[src/rtl/seg_scan_driver.sv]
`default_nettype none
// ============================================================================
// Module   : seg_scan_driver
// Brief    : Scans a 32-bit word as 8 hex digits onto a common-anode display.
// Revision : 1.0 - initial release
// ============================================================================
module seg_scan_driver #(
    parameter int SCAN_DIV = 50000,
    parameter int CNT_W    = 16
) (
    input  logic        clk,
    input  logic        rst_n,
    input  logic [31:0] Data_in,
    input  logic [7:0]  dot_in,
    input  logic        blank_lz,
    output logic [7:0]  AN,
    output logic [7:0]  SEGMENT,
    output logic        frame_done
);

    localparam logic [CNT_W-1:0] C_CNT_MAX = CNT_W'(SCAN_DIV - 1);

    logic [CNT_W-1:0] r_cnt;
    logic [2:0]       r_idx;
    logic [31:0]      r_snap;
    logic [7:0]       r_an;
    logic [7:0]       r_seg;
    logic             r_frame_done;

    logic             w_tick;
    logic             w_wrap;
    logic [2:0]       w_next_idx;
    logic [31:0]      w_word;
    logic [31:0]      w_upper;
    logic             w_blank;
    logic [7:0]       w_seg;

    function automatic logic [6:0] hex_to_seg(input logic [3:0] nib);
        case (nib)
            4'h0:    hex_to_seg = 7'h40;
            4'h1:    hex_to_seg = 7'h79;
            4'h2:    hex_to_seg = 7'h24;
            4'h3:    hex_to_seg = 7'h30;
            4'h4:    hex_to_seg = 7'h19;
            4'h5:    hex_to_seg = 7'h12;
            4'h6:    hex_to_seg = 7'h02;
            4'h7:    hex_to_seg = 7'h78;
            4'h8:    hex_to_seg = 7'h00;
            4'h9:    hex_to_seg = 7'h10;
            4'hA:    hex_to_seg = 7'h08;
            4'hB:    hex_to_seg = 7'h03;
            4'hC:    hex_to_seg = 7'h46;
            4'hD:    hex_to_seg = 7'h21;
            4'hE:    hex_to_seg = 7'h06;
            default: hex_to_seg = 7'h0E;
        endcase
    endfunction

    assign w_tick     = (r_cnt == C_CNT_MAX);
    assign w_wrap     = w_tick && (r_idx == 3'd7);
    assign w_next_idx = r_idx + 3'd1;

    // On the wrap edge the snapshot is not yet loaded, so digit 0 reads Data_in directly.
    assign w_word  = (r_idx == 3'd7) ? Data_in : r_snap;
    assign w_upper = w_word >> {w_next_idx, 2'b00};
    assign w_blank = blank_lz && (w_next_idx != 3'd0) && (w_upper == 32'd0);
    assign w_seg   = {~dot_in[w_next_idx], w_blank ? 7'h7F : hex_to_seg(w_upper[3:0])};

    always_ff @(posedge clk or negedge rst_n) begin
        if (!rst_n) begin
            r_cnt        <= '0;
            r_idx        <= 3'd7;
            r_snap       <= 32'd0;
            r_an         <= 8'hFF;
            r_seg        <= 8'hFF;
            r_frame_done <= 1'b0;
        end else begin
            r_frame_done <= w_wrap;
            if (w_tick) begin
                r_cnt <= '0;
                r_idx <= w_next_idx;
                r_an  <= ~(8'b1 << w_next_idx);
                r_seg <= w_seg;
                if (w_wrap) begin
                    r_snap <= Data_in;
                end
            end else begin
                r_cnt <= r_cnt + 1'b1;
            end
        end
    end

    assign AN         = r_an;
    assign SEGMENT    = r_seg;
    assign frame_done = r_frame_done;

endmodule
`default_nettype wire

[config.mk]
export PLATFORM = sky130hd
export DESIGN_NAME = seg_scan_driver
export DESIGN_NICKNAME = d
export VERILOG_FILES = /design/src/rtl/seg_scan_driver.sv
export SDC_FILE = /design/constraint.sdc
export NUM_CORES = 1
export LEC_CHECK = 0
export ABC_AREA = 1
export CAP_MARGIN = 0
export CELL_PAD_IN_SITES_DETAIL_PLACEMENT = 0
export CELL_PAD_IN_SITES_GLOBAL_PLACEMENT = 1
export CORE_ASPECT_RATIO = 0.6
export CORE_MARGIN = 10
export CORE_UTILIZATION = 25
export CTS_CLUSTER_DIAMETER = 120
export DETAILED_ROUTE_END_ITERATION = 12
export PLACE_DENSITY_LB_ADDON = 0.3
export SYNTH_ARGS = -nofsm -noshare
export SYNTH_HDL_FRONTEND = slang
export SYNTH_SLANG_ARGS = --single-unit
[constraint.sdc]
create_clock -name clk -period 2.9 [get_ports clk]
set_input_delay 0.87 -clock clk [delete_from_list [all_inputs] [get_ports clk]]
set_output_delay 0.87 -clock clk [all_outputs]
set_load 0.02 [all_outputs]
### Yosys cells after proc, flatten, opt, wreduce, memory -nomap -nowiden

Memory sizes are Yosys's and may differ from the RTL's.
Index checks and enable logic that the tools add are counted.
Widths: inputs -> output; s select.

| word-level totals | value |
|---|---|
| register bits | 68 |
| bits in read-only memories | 112 |
| output and inout port bits | 17 |
| word-level logic and storage cells | 27 |
| memories | 1 |

Memory list:

| name | words | width | rd ports | clocked after memory_dff | write ports | line | source |
|---|---|---|---|---|---|---|---|
| (no name shown) | 16 | 7 | 1 | 0 | 0 | 39 | `case (nib)` |

| operators by class | value |
|---|---|
| add/sub/neg operators | 2 |
| order comparisons | 1 |
| equal/unequal tests | 2 |
| shift-type cells | 2 |
| multiplexer cells | 5 |
| bitwise gates (word level) | 2 |
| reductions and logical operators | 6 |

Operators with widths:

| kind | count |
|---|---|
| $logic_not 32->1 | 1 |
| $mux 32 | 1 |
| $shr 32x5->32 | 1 |
| $add 16x1->16 const B | 1 |
| $eq 16x16->1 const B | 1 |
| $mux 16 | 1 |
| $not 8->8 | 1 |
| $shl 1x3->8 const A | 1 |
| $mux 7 | 1 |
| $lt 3x4->1 const B | 1 |
| $add 3x1->3 const B | 1 |
| $bmux 1 s3 | 1 |
| $eq 3x3->1 const B | 1 |
| $logic_and 1x1->1 | 3 |
| $reduce_bool 3->1 | 1 |
| $reduce_and 2->1 | 1 |
| $mux 1 | 1 |
| $not 1->1 | 1 |

### Longest topological paths before layout

Gate-level depths: netlist of the first run.

| depth | value |
|---|---|
| word-level depth | 6 |
| depth in mapped cells | 22 |
| depth with buffers taken out | 20 |

### Worst setup path before layout of the first run

Ideal clock, no wire load.

| timing | value |
|---|---|
| path kind | register to register |
| start point | reg r_idx[0] |
| end point | reg r_seg[3], in the netlist SEGMENT[3] |
| library setup time | 0.076 ns |
| data arrival time | 2.715 ns |
| required time | 2.824 ns |
| slack | 0.109 ns |
| cell stages (with the launch flop) | 19 |
| period minus slack after synthesis | 2.791 ns |
| cells stage by stage | dfstp_2 > inv_1 > buf_2 > buf_2 > ha_1 > clkbuf_1 > nand2_1 > nand2_1 > nand2_1 > nand2_1 > inv_1 > ha_1 > nand3b_1 > nand3_1 > nand2_1 > inv_1 > nand2_1 > nand2_1 > nand2_1 |

RTL lines:

| element | line | source |
|---|---|---|
| start: declaration | 24 | `logic [2:0] r_idx;` |
| start signal: assignment | 81 | `r_idx <= w_next_idx;` |
| $add 3x1->3 (*) | 61 | `assign w_next_idx = r_idx + 3'd1;` |
| net w_next_idx[0] | 32 | `logic [2:0] w_next_idx;` |
| parallel branches: the longest is 3 deep, another holds $mem_v2 16x7 | - |  |
| $mux 7 (*) | 67 | `assign w_seg = {~dot_in[w_next_idx], w_blank ? 7'h7F : hex_to_seg(w_upper[3:0])};` |
| end signal: assignment | 83 | `r_seg <= w_seg;` |
| end: declaration | 27 | `logic [7:0] r_seg;` |

Mark *: on every way through the listed nets, which the timed path passes.
A chain may end at the register's enable or synchronous reset.

### Final worst setup path of the first run

| timing | value |
|---|---|
| start point | reg r_idx[0] |
| end point | reg r_seg[6], in the netlist SEGMENT[6] |

| on the way | value |
|---|---|
| word-level cells in the longest chain between the ends | 6 |

Ends and longest elaborated chain:

| element | line |
|---|---|
| parallel branches: the longest is 5 deep, another holds $mem_v2 16x7 | - |
| $mux 7 (*) | 67 |

Mark *: on every way between the ends.

==> results of run 1 <==
==> per-layer routing <==
| layer | GRT usage | up-vias | share of wire |
|---|---|---|---|
| met3 | 0.0340 | 16 | 0.057 |
| li1 | - | 2168 | - |
| met5 | 0 | - | 0 |
| met2 | 0.174 | 111 | 0.40 |
| met1 | 0.168 | 1968 | 0.53 |
| met4 | 0.0360 | 0 | 0.012 |
==> final cells by class <==
cell class | instances | share of cell area
Clock buffer | 12 | 0.0445
Clock inverter | 4 | 0.0165
Inverter | 69 | 0.0462
Multi-Input combinational cell | 486 | 0.404
Sequential cell | 68 | 0.299
Tap cell | 234 | 0.0508
Timing Repair Buffer | 83 | 0.139
==> worst max-delay path: cells and delay by family (launching register included) <==
kind / cells / cell delay (ns)
buffers and inverters: 1 / 0.10
adders and majority gates: 3 / 0.54
AOI/OAI and AO/OA: 1 / 0.13
and+or+nand+nor: 12 / 1.21
DFF: 1 / 0.57
==> metrics by stage <==
stage                     setup slack [ns]  total power, W  instances   util  TNS (ns)
after detailed placement            -0.101         0.00108        940  0.310    -0.535
final                                0.270         0.00238        956  0.335         0
after global placement             -0.0318         0.00108        940  0.310   -0.0322
after CTS                           0.0122         0.00242        956  0.331         0
after global routing              -0.00225         0.00246        956  0.335  -0.00225
after floorplan                      0.109        0.000983        649      -         0
==> path summary, 6_finish.rpt <==
path,slack [ns],cells after the start,to
setup / recovery,0.27,17,SEGMENT[6]
setup reg to reg,0.27,17,SEGMENT[6]
min in group asynchronous,0.55,1,r_cnt[1]
hold / removal,0.47,2,SEGMENT[7]
hold reg to reg,0.47,2,SEGMENT[7]
max in group asynchronous,1.54,2,r_snap[24]
==> kinds of logic after synthesis <==
family	after synthesis
multiplexers	6
AO/OA/AOI/OAI	58
buffers and inverters	95
AND/OR/NAND/NOR	406
adder cells (fa/ha/maj)	13
flip-flops	68
XOR/XNOR	3
==> where the power goes <==
group / switching, W / internal, W
clock network: 0.000432 / 0.000886
registers: 0.000000162 / 0.000951
logic: 0.0000497 / 0.0000592
==> state kept, by name, indices dropped and copies added, names as in the netlist <==
name / flops
r_idx: 3
r_cnt: 16
AN: 8
r_snap: 32
frame_done: 1
SEGMENT: 8
==> placed cells by master (no fill, tap or decap), types with 6 or more instances in the layout <==
master           synthesis  final
a21oi_1                 20     19
buf_4                    4     20
clkbuf_16                0      9
clkdlybuf4s50_1          0     58
dfrtp_1                 49     49
dfstp_2                 19     19
ha_1                    13     10
inv_1                   65     65
mux2_2                   6      6
nand2_1                266    263
nand2_2                  6      8
nand3_1                 65     63
nand4_1                  7      7
nor2_1                  43     43
o21ai_0                 26     26
==> impl_metrics.py, run 1 <==
metrics = {
    "pwr": {
        "powerDensity_nw_per_um2": 413,
        "p_leak_nw": 2.82,
        "peakVddDrop_mv": 0.238,
    },
    "floorplan": {
        "die_h_um": 123,
        "fp.dieArea_um2": 23600,
        "die_width_um": 192,
        "io_pins": 60,
        "core_um2": 17200,
        "rows": 37,
        "start_util": 0.256,
    },
    "route": {
        "drtIter0Drc": 272,
        "drt-total-wl_um": 13600,
        "drc": 0,
        "ant_nets": 0,
        "wire_per_inst_um": 14.2,
        "drt-vias-per-instance": 4.46,
        "dr.pass1.iters": 5,
        "vias": 4263,
    },
    "cts": {
        "cts.clk_slew.worst_paths_ns": 0.06,
        "cts_buffers": 9,
        "clockBufferDepth": 2,
        "cts_resized": 0,
        "root_buffer": "clkbuf_16",
        "cts-hold-fix-buffers": 0,
        "cts_tree": "done",
        "postCtsSetupRepairBufs": 0,
        "insertion_delay_ns": 0.34,
        "cts_sinks": 68,
        "cts_max_level": 3,
    },
    "setup_path": {
        "cp_cell_sequence": "ha_4 -> ha_4 -> inv_8 -> nand2_1 -> nand3_1 -> nand3_1 -> nand3_1 -> nand2_2 -> ha_2 -> nand3_1 -> a21oi_1 -> nand2_1 -> nor2_2 -> nand2_4 -> nand2_1 -> nand2_1 -> nand2_1",
        "critPathLaunchType": "register",
        "slowest_delay_ns": 0.57,
        "slowest_stage": "dfstp_2",
        "crit_top_cell": "nand2_1",
        "cp.required_ns": 3.18,
        "critical_path.max_fanout": 30,
        "end_kind": "register",
        "r2r_start": "r_idx[0]",
        "critPathArrivalTime_ns": 2.91,
        "criticalPathCategory": "register to register",
        "startpoint": "r_idx[0]",
    },
    "global_route": {
        "grt_antenna_before_repair": 0,
        "overflow": 0,
        "grt_pass1_vias": 4299,
        "grt_pass1_wl_um": 22300,
        "grt_max_degree": 32,
        "grt_usage": 0.120,
    },
    "final_layout": {
        "drive_gt1_frac": 0.127,
        "final_cell_area_um2": 5760,
        "nets": 773,
        "seqCellArea_um2": 1730,
        "multi_input_area_um2": 2330,
        "fillers": 1831,
        "area_growth_pct": 30.5,
        "n_antenna_cell": 0,
    },
    "status": {
        "status": "complete, no violations",
    },
    "logic_synthesis": {
        "synth_top_family_by_area": "simple AND/OR/NAND/NOR gates",
        "synth_seq_cells": 68,
        "synth_fa_ha_area_frac": 0.0368,
        "synth_compound_area_frac": 0.0697,
        "synthXorXnorAreaFrac": 0.00595,
        "synth_ff_type": "dfrtp_1",
        "synthSimpleGateAreaFrac": 0.387,
        "synth_top_area_frac": 0.278,
        "async_flop_share": 1.00,
        "synth.avg_cell_area_um2": 6.80,
        "synth_nets": 705,
        "synth_common_cells": "nand2_1, inv_1, nand3_1, dfrtp_1, nor2_1",
        "yosys_warnings": 0,
        "yosysMostFrequentCell": "nand2_1",
        "synth_mux_area_frac": 0.0153,
        "synth_area_leaders": "dfrtp_1, nand2_1, dfstp_2, nand3_1, inv_1",
        "ys_types": 33,
        "synth_edf_count": 0,
        "synth-seq-area-share": 0.391,
        "syn_inst": 649,
        "synth_largest_area_cell": "dfrtp_1",
        "syn_area_um2": 4420,
    },
    "timing": {
        "whs_ns": 0.466,
        "slew_violations": 0,
        "final.setup_skew_ns": 0.0116,
        "worst_slew_pin_slew_ns": 0.632,
        "maxSlewHeadroom": 0.578,
        "finalSetupViolations": 0,
        "max_freq_ghz": 0.380,
        "period_needed_ns": 2.63,
        "min_period_over_period": 0.907,
        "hold_viol": 0,
    },
    "placement": {
        "hpwl_um": 10200,
        "placed_area_um2": 5340,
        "gp_congestion": 0.822,
        "portBuffers": 59,
    },
    "min_path": {
        "hp-start": "SEGMENT[7]",
        "min_path_type": "register to register",
    },
    "run": {
        "drv_cap": 0,
    },
}
Power figures use the tool's default switching activity.
==> run 2, diff against run 1 <==
==> constraint.sdc (replaced) <==
create_clock -name clk -period 2.9 [get_ports clk]
set_input_delay 0.58 -clock clk [delete_from_list [all_inputs] [get_ports clk]]
set_output_delay 0.58 -clock clk [all_outputs]
set_load 0.02 [all_outputs]
==> impl_metrics.py, run 2 (synthesized netlist as in run 1, its figures left out) <==
metrics = {
    "setup_path": {
        "cp.required_ns": 3.17,
        "critical_path.max_fanout": 22,
        "cp_cell_sequence": "ha_2 -> ha_4 -> buf_12 -> nand2_1 -> nand3_1 -> nand2_1 -> nand2_1 -> nand2_1 -> nand2_1 -> nand2_1 -> buf_4 -> ha_1 -> inv_1 -> nand2_1 -> nand3_1 -> nand2_1 -> inv_1 -> nand2_1 -> nand2_1 -> nand2_1",
        "critPathArrivalTime_ns": 2.91,
        "critPathLaunchType": "register",
        "slowest_stage": "dfstp_2",
        "r2r_cells": 20,
        "crit_top_cell": "nand2_1",
        "criticalPathCategory": "register to register",
        "end_kind": "register",
        "slowest_delay_ns": 0.56,
    },
    "global_route": {
        "grt_max_degree": 69,
        "grt_antenna_before_repair": 0,
        "grt_usage": 0.121,
        "grt_pass1_vias": 4221,
        "overflow": 0,
        "grt_pass1_wl_um": 22600,
    },
    "cts": {
        "cts_sinks": 68,
        "clockBufferDepth": 2,
        "cts_buffers": 9,
        "cts.clk_slew.worst_paths_ns": 0.06,
        "cts-hold-fix-buffers": 0,
        "cts_max_level": 3,
        "insertion_delay_ns": 0.34,
        "root_buffer": "clkbuf_16",
        "cts_tree": "done",
    },
    "timing": {
        "setup_ws_ns": 0.252,
        "fin_tns_setup_ns": 0,
        "finalSetupViolations": 0,
        "slew_violations": 0,
        "period_needed_ns": 2.65,
        "maxSlewHeadroom": 0.682,
        "hold_viol": 0,
        "final.setup_skew_ns": 0.00732,
        "worst_slew_pin_slew_ns": 0.476,
        "max_freq_ghz": 0.378,
        "min_period_over_period": 0.913,
    },
    "route": {
        "ant_nets": 0,
        "drt-total-wl_um": 13600,
        "wire_per_inst_um": 14.4,
        "drc": 0,
        "drtIter0Drc": 277,
        "vias": 4208,
        "dr.pass1.iters": 4,
        "drt-vias-per-instance": 4.44,
    },
    "placement": {
        "dpl.cell_count": 930,
        "dp_slack_ns": 0.121,
        "portBuffers": 59,
        "gp_congestion": 0.836,
        "hpwl_um": 10100,
    },
    "final_layout": {
        "n_antenna_cell": 0,
        "largestRegisters": "r_snap x32, r_cnt x16",
        "fin_cells": 948,
        "drive_gt1_frac": 0.112,
        "top_register": "r_snap",
        "layout_commonest_cell": "nand2_1",
        "fillers": 1834,
        "nets": 765,
        "multi_input_area_um2": 2290,
        "seqCellArea_um2": 1730,
        "most-common-layout-cells": "nand2_1, nand3_1, inv_1",
        "largest_reg_flops": 32,
        "area_growth_pct": 27.5,
    },
    "floorplan": {
        "start_util": 0.256,
        "fp.dieArea_um2": 23600,
        "die_h_um": 123,
        "rows": 37,
        "die_width_um": 192,
        "io_pins": 60,
        "core_um2": 17200,
    },
    "pwr": {
        "p_leak_nw": 2.75,
        "powerDensity_nw_per_um2": 395,
        "power.total_w": 0.00222,
        "peakVddDrop_mv": 0.191,
    },
    "status": {
        "status": "complete, no violations",
    },
    "run": {
        "drv_cap": 0,
    },
    "min_path": {
        "min_path_type": "input port to async pin",
    },
}
run 2: path summary, 6_finish.rpt:
check                      startpoint    endpoint  slack, ns
setup / recovery             r_idx[1]  SEGMENT[3]       0.25
hold / removal                  rst_n    r_cnt[1]       0.25
setup reg to reg             r_idx[1]  SEGMENT[3]       0.25
hold reg to reg              r_cnt[0]    r_cnt[0]       0.47
max in group asynchronous       rst_n  SEGMENT[3]       2.27
min in group clk             r_cnt[0]    r_cnt[0]       0.47
run 2: routing by layer:
metal	track usage	vias up	share of wire
met5	0	-	0
met4	0.0340	0	0.011
met3	0.0315	12	0.057
met2	0.164	85	0.38
met1	0.181	1946	0.55
li1	-	2165	-
run 2: worst max-delay path: cells and delay by family (launching register included):
family / cells / cell delay, ns
and+or+nand+nor: 13 / 0.90
buffers and inverters: 4 / 0.49
DFF: 1 / 0.56
adders and majority gates: 3 / 0.63
run 2: area by class of cell:
class	instances	area share
multi-input combinational	486	0.407
sequential	68	0.306
timing repair buffer	75	0.133
tap	234	0.0520
inverter	69	0.0469
clock buffer	10	0.0424
clock inverter	6	0.0127
run 2: where the power goes:
group / leakage [nW] / switching, W / internal (W)
Sequential: 0.735 / 0.000000253 / 0.000951
Combinational: 1.87 / 0.0000517 / 0.0000587
Clock: 0.146 / 0.000464 / 0.000697
run 2: metrics by stage:
step           cell area [um2]  utilization  hold slack [ns]
6_report                  5630        0.327            0.254
5_1_grt                   5630        0.327            0.283
4_1_cts                   5580        0.324            0.269
3_5_place_dp              5270        0.306            0.463
3_3_place_gp              5270        0.306            0.448
2_1_floorplan             4420            -            0.284
run 2: repair_timing:
action                     in CTS  in global routing
setup endpoints to repair       0                  7
buffers inserted                0                  1
gates resized for setup         0                  6
